--- config.mk ---
export PLATFORM = sky130hd
export DESIGN_NAME = clock_hms_settable
export DESIGN_NICKNAME = d
export VERILOG_FILES = /design/src/rtl/clock_pkg.sv /design/src/rtl/seg7_decoder.sv /design/src/rtl/clock_hms_settable.sv
export SDC_FILE = /design/constraint.sdc
export NUM_CORES = 1
export LEC_CHECK = 0
export BUFFER_PORTS_ARGS = -buffer_cell sky130_fd_sc_hd__buf_4
export CAP_MARGIN = 20
export CORE_MARGIN = 1
export CORE_UTILIZATION = 40
export CTS_BUF_LIST = sky130_fd_sc_hd__clkbuf_2 sky130_fd_sc_hd__clkbuf_4 sky130_fd_sc_hd__clkbuf_8
export CTS_CLUSTER_DIAMETER = 200
export CTS_CLUSTER_SIZE = 16
export DETAILED_ROUTE_END_ITERATION = 10
export HOLD_SLACK_MARGIN = 0.15
export PLACE_DENSITY = 0.56
export SYNTH_ARGS = -nofsm -noshare
export SYNTH_HDL_FRONTEND = slang
export SYNTH_SLANG_ARGS = --single-unit
export TNS_END_PERCENT = 50
--- constraint.sdc ---
create_clock -name clk -period 6.5 [get_ports clk]
set_input_delay 0.325 -clock clk [delete_from_list [all_inputs] [get_ports clk]]
set_output_delay 0.325 -clock clk [all_outputs]
set_load 0.01 [all_outputs]
--- src/rtl/clock_pkg.sv ---
// Shared constants and helpers for the HH:MM:SS clock: canonical active-low
// segment codes (bit6=a .. bit0=g), set-mode FSM states and BCD helpers.
package clock_pkg;

    localparam logic [6:0] SEG_0     = 7'b0000001;
    localparam logic [6:0] SEG_1     = 7'b1001111;
    localparam logic [6:0] SEG_2     = 7'b0010010;
    localparam logic [6:0] SEG_3     = 7'b0000110;
    localparam logic [6:0] SEG_4     = 7'b1001100;
    localparam logic [6:0] SEG_5     = 7'b0100100;
    localparam logic [6:0] SEG_6     = 7'b0100000;
    localparam logic [6:0] SEG_7     = 7'b0001111;
    localparam logic [6:0] SEG_8     = 7'b0000000;
    localparam logic [6:0] SEG_9     = 7'b0000100;
    localparam logic [6:0] SEG_BLANK = 7'b1111111;

    localparam int NUM_DIGITS = 6;

    typedef enum logic [1:0] {
        RUN    = 2'd0,
        SET_HH = 2'd1,
        SET_MM = 2'd2
    } state_t;

    // Two-digit BCD increment that wraps to 00 after max_v.
    function automatic logic [7:0] bcd_inc(input logic [7:0] v, input logic [7:0] max_v);
        if (v == max_v)
            return 8'h00;
        if (v[3:0] == 4'd9)
            return {v[7:4] + 4'd1, 4'd0};
        return v + 8'd1;
    endfunction

    // 24 h BCD hour -> 12 h BCD hour (00 -> 12, 13..23 -> 01..11).
    function automatic logic [7:0] to_12h(input logic [7:0] hour);
        if (hour == 8'h00)
            return 8'h12;
        if (hour <= 8'h12)
            return hour;
        if (hour[7:4] == 4'd1)
            return {4'd0, hour[3:0] - 4'd2};
        if (hour[3:0] < 4'd2)
            return {4'd0, hour[3:0] + 4'd8};
        return {4'd1, hour[3:0] - 4'd2};
    endfunction

endpackage

--- src/rtl/seg7_decoder.sv ---
// BCD digit to 7-segment pattern with blanking and selectable polarity.
module seg7_decoder
    import clock_pkg::*;
#(
    parameter bit ACTIVE_LOW = 1'b1
) (
    input  logic [3:0] bcd,
    input  logic       blank,
    output logic [6:0] seg
);

    logic [6:0] code;

    always_comb begin
        case (bcd)
            4'd0:    code = SEG_0;
            4'd1:    code = SEG_1;
            4'd2:    code = SEG_2;
            4'd3:    code = SEG_3;
            4'd4:    code = SEG_4;
            4'd5:    code = SEG_5;
            4'd6:    code = SEG_6;
            4'd7:    code = SEG_7;
            4'd8:    code = SEG_8;
            4'd9:    code = SEG_9;
            default: code = SEG_BLANK;
        endcase
        if (blank)
            code = SEG_BLANK;
        seg = ACTIVE_LOW ? code : ~code;
    end

endmodule

--- src/rtl/clock_hms_settable.sv ---
// Settable HH:MM:SS clock with BCD time registers, 12/24 h display, blinking
// edit field and registered 7-segment outputs.
module clock_hms_settable
    import clock_pkg::*;
#(
    parameter int CLK_HZ         = 50_000_000,
    parameter bit SEG_ACTIVE_LOW = 1'b1,
    parameter bit BLANK_HR_LZ    = 1'b1
) (
    input  logic       clk,
    input  logic       reset,
    input  logic       switch,
    input  logic       btn_set,
    input  logic       btn_inc,
    output logic [6:0] led_a,
    output logic [6:0] led_b,
    output logic [6:0] led_c,
    output logic [6:0] led_d,
    output logic [6:0] led_e,
    output logic [6:0] led_f,
    output logic       pm,
    output logic       setting,
    output logic       tick_1hz
);

    localparam int              PW         = (CLK_HZ > 1) ? $clog2(CLK_HZ) : 1;
    localparam logic [PW-1:0]   PRESC_MAX  = PW'(CLK_HZ - 1);
    localparam logic [PW-1:0]   PRESC_HALF = PW'(CLK_HZ / 2);
    localparam logic [6:0]      SEG_RST    = SEG_ACTIVE_LOW ? SEG_0 : ~SEG_0;

    state_t                         state;
    logic [PW-1:0]                  presc;
    logic [7:0]                     hour, minute, sec;
    logic                           wrap;
    logic [7:0]                     hr_disp;
    logic [NUM_DIGITS-1:0][3:0]     dig;
    logic [NUM_DIGITS-1:0]          blk;
    logic [NUM_DIGITS-1:0][6:0]     seg, seg_q;

    assign wrap = (presc == PRESC_MAX);

    // Leaving SET_MM restarts the second so the new time begins on a boundary.
    always_ff @(posedge clk or posedge reset) begin
        if (reset) begin
            presc    <= '0;
            tick_1hz <= 1'b0;
        end else begin
            tick_1hz <= wrap;
            if (wrap || (state == SET_MM && btn_set))
                presc <= '0;
            else
                presc <= presc + 1'b1;
        end
    end

    always_ff @(posedge clk or posedge reset) begin
        if (reset) begin
            state   <= RUN;
            setting <= 1'b0;
            hour    <= 8'h00;
            minute  <= 8'h00;
            sec     <= 8'h00;
        end else begin
            if (btn_set) begin
                case (state)
                    RUN: begin
                        state   <= SET_HH;
                        setting <= 1'b1;
                    end
                    SET_HH: state <= SET_MM;
                    default: begin
                        state   <= RUN;
                        setting <= 1'b0;
                        sec     <= 8'h00;
                    end
                endcase
            end else if (btn_inc) begin
                if (state == SET_HH)
                    hour <= bcd_inc(hour, 8'h23);
                else if (state == SET_MM)
                    minute <= bcd_inc(minute, 8'h59);
            end

            if (state == RUN && wrap) begin
                sec <= bcd_inc(sec, 8'h59);
                if (sec == 8'h59) begin
                    minute <= bcd_inc(minute, 8'h59);
                    if (minute == 8'h59)
                        hour <= bcd_inc(hour, 8'h23);
                end
            end
        end
    end

    always_comb begin
        hr_disp = switch ? to_12h(hour) : hour;
        dig     = {hr_disp[7:4], hr_disp[3:0], minute[7:4], minute[3:0], sec[7:4], sec[3:0]};
        blk     = '0;
        if (presc >= PRESC_HALF && state == SET_HH)
            blk[5:4] = 2'b11;
        if (presc >= PRESC_HALF && state == SET_MM)
            blk[3:2] = 2'b11;
        if (switch && BLANK_HR_LZ && hr_disp[7:4] == 4'd0)
            blk[5] = 1'b1;
    end

    for (genvar i = 0; i < NUM_DIGITS; i++) begin : g_dig
        seg7_decoder #(.ACTIVE_LOW(SEG_ACTIVE_LOW)) u_dec (
            .bcd   (dig[i]),
            .blank (blk[i]),
            .seg   (seg[i])
        );
    end

    // Registered so the pins never see decoder hazards.
    always_ff @(posedge clk or posedge reset) begin
        if (reset) begin
            seg_q <= {NUM_DIGITS{SEG_RST}};
            pm    <= 1'b0;
        end else begin
            seg_q <= seg;
            pm    <= (hour >= 8'h12);
        end
    end

    assign led_a = seg_q[0];
    assign led_b = seg_q[1];
    assign led_c = seg_q[2];
    assign led_d = seg_q[3];
    assign led_e = seg_q[4];
    assign led_f = seg_q[5];

endmodule

==> metrics.yaml <==
critical_path:
  critPathSlowestCell: "dfrtp_1"
  crit_path_end_kind: "flop"
  start_kind: "flop"
  timing.rr.start: "hour[5]"
  worstPathRequired_ns: 6.76
  slowest_delay_ns: 0.47
  r2r-end: "led_f[3]"
  rrSetupSlack_ns: 3.51
  cp.arrival_ns: 3.25
  worstSetupPathType: "reg -> reg"
  crit_chain: "inv_1 -> ha_1 -> nor3b_1 -> nor2_1 -> o31a_1 -> o21ai_0 -> inv_1 -> ha_1 -> nand2b_1 -> a21oi_1 -> a21oi_1 -> nand2_1"
  r2r_cells: 12
  cp_max_fo: 7
cells_and_area:
  fin_cells: 836
  antenna_cells: 0
  syn2layout_area_growth_pct: 13.0
  nNetsFinal: 699
  drive_gt1_share_pct: 14.7
  n_fill_cell: 1313
floorplan:
  rows: 42
  die_w_um: 120
  io-pin-count: 50
  start_util_pct: 41.7
  die-area_um2: 14500
  core_um2: 13500
  fp.dieH_um: 120
place:
  place_congestion: 0.825
  port_buffers: 49
  dp_hpwl_mm: 8.10
  dp_slack_ns: 3.64
  dp_cells: 819
clock_tree:
  cts.sinks: 97
  insertion_delay_ns: 0.38
  clockBufferDepth: 2
  clk_pin_slew_ns: 0.09
  cts_buffers: 9
  root_buffer: "clkbuf_8"
  cts_setup_buffers: 0
  cts_tree: "done"
  cts_max_level: 3
sta:
  setup_tns_ns: 0
  setup_viol: 0
  skew_ns: 0.0110
  fin_crit_sh_pct: 46.1
  drv_slew: 0
  rsz0062_at_grt: "false"
  tightest_slew_ns: 0.854
  fmax_mhz: 334
  fin_ws_ns: 3.51
  slew_headroom_pct: 42.9
  min_period_ns: 2.99
  hold_viol: 0
worst_hold_path:
  hold_depth: 2
  hold_end: "setting"
  hp-class: "in -> reg"
  worstHoldStart: "btn_set"
power:
  worst_ir_drop_vdd_uv: 184
  p_leak_nw: 2.88
  powerDensity_nw_per_um2: 365
logic_synthesis:
  avgSynthCellArea_um2: 9.04
  yosysTopAreaCell: "dfrtp_1"
  syn_area_um2: 5610
  synth.most_common_cell: "dfrtp_1"
  synth_cell_types: 71
  synth_flop_cell: "dfrtp_1"
  yosysSeqAreaShare_pct: 43.4
  ys_warn_count: 0
  syn_nets: 665
  yosys.area.top_type_share_pct: 40.6
  synthCells: 621
  async_flop_share_pct: 100
  synth_commonest_cells: "dfrtp_1, nor2_1, nand2_1"
  synth_edf_count: 0
  ys_ff_latch: 97
  ys_top_cells_by_area: "dfrtp_1, ha_1, nor2_1"
drt:
  viasPerCell: 5.24
  drc_errors: 0
  firstDrtPassIters: 5
  wl_per_cell_um: 13.7
  postRouteAntennaNets: 0
  drt_wl_total_mm: 11.4
  drt-initial-drc-count: 275
  vias: 4381
global_routing:
  grt_pass1_wl_mm: 19.5
  grt_pass1_vias: 4137
  antenna_found_initial: 0
  grt_usage_pct: 16.7
  grt_max_degree: 64
  grt_overflow: 0
status:
  status: "finished, final reports clean"
run:
  cap_violations: 0
-- layout by cell type (no fill, tap or decap), types with 4 or more instances in the layout --
cell type   n
o21ai_0    53
nor3_1     13
dfrtp_1    91
inv_1      34
nand4_1     6
nor2b_1     4
o211ai_1    6
xnor2_1    13
buf_4      50
nand3_1    20
a21oi_1    46
ha_1       39
nand2b_1   11
and2_1      8
clkbuf_8   10
or2_2       5
xor2_1     14
and3_1      7
dfstp_2     6
or3_1       5
nand2_1    59
nor2_1     76
-- worst max-delay path by stage --
stage	startpoint	to	slack, ns	depth (start not counted)
floorplan	reset	hour[0]	3.65	1
global placement	hour[6]	led_f[3]	3.72	11
detailed placement	hour[5]	led_f[6]	3.64	12
CTS	hour[5]	led_f[3]	3.57	12
global route	hour[5]	led_f[6]	3.15	12
finish	hour[5]	led_f[3]	3.51	12
-- cells by family after synthesis --
| family | share of synthesized area, % |
|---|---|
| and+or+nand+nor | 22.5 |
| DFF | 43.4 |
| AOI/OAI and AO/OA | 15.3 |
| buffers and inverters | 4.59 |
| muxes | 1.40 |
| adders and majority gates | 8.70 |
| xor gates and xnor gates | 4.21 |
-- power breakdown --
| part | switching, mW | total (mW) | leakage (nW) | internal [mW] |
|---|---|---|---|---|
| Clock | 0.214 | 0.484 | 0.123 | 0.270 |
| Combinational | 0.485 | 0.872 | 1.53 | 0.387 |
| Sequential | 0.187 | 0.956 | 1.23 | 0.769 |
-- registers in the layout (all words and copies together), names as in the netlist, 8 cells and up --
register / cells
sec: 8
presc: 26
hour: 8
minute: 8
-- timing repair --
action	CTS	global route
gates resized for setup	0	0
hold endpoints to repair	30	0
hold buffers	1	0
-- critical path, delay by kind of cell, from the launching register on --
family | cells | cell delay, ns
AND/OR/NAND/NOR | 4 | 0.74
adder cells (fa/ha/maj) | 2 | 0.42
buffers and inverters | 2 | 0.28
AO/OA/AOI/OAI | 4 | 0.96
flip-flops | 1 | 0.47
-- through the flow --
step / util [%] / total power [mW] / cell area, um^2 / hold slack, ns
finish: 47.1 / 2.31 / 6340 / 0.197
global route: 47.1 / 2.50 / 6340 / 0.190
CTS: 47.1 / 2.33 / 6340 / 0.174
detailed placement: 45.2 / 1.84 / 6080 / 0.362
global placement: 45.2 / 1.82 / 6080 / 0.354
floorplan: - / 1.55 / 5610 / 0.468
-- layout make-up --
cell class,instances,area [um^2],share of cell area [%]
multi-input cells,461,2920,46.0
flip-flops and latches,97,2430,38.4
clock buffers,11,145,2.29
clock inverters,5,103,1.62
inverters,35,134,2.11
well taps,176,220,3.47
repair buffers,51,385,6.08
-- routing by layer --
metal	track usage (%)	part of all wire [%]
met4	6.71	1.7
met2	26.6	47
met1	22.6	49
met5	0	0
met3	2.74	2.7
No activity file was read; power rests on OpenSTA's default activity.
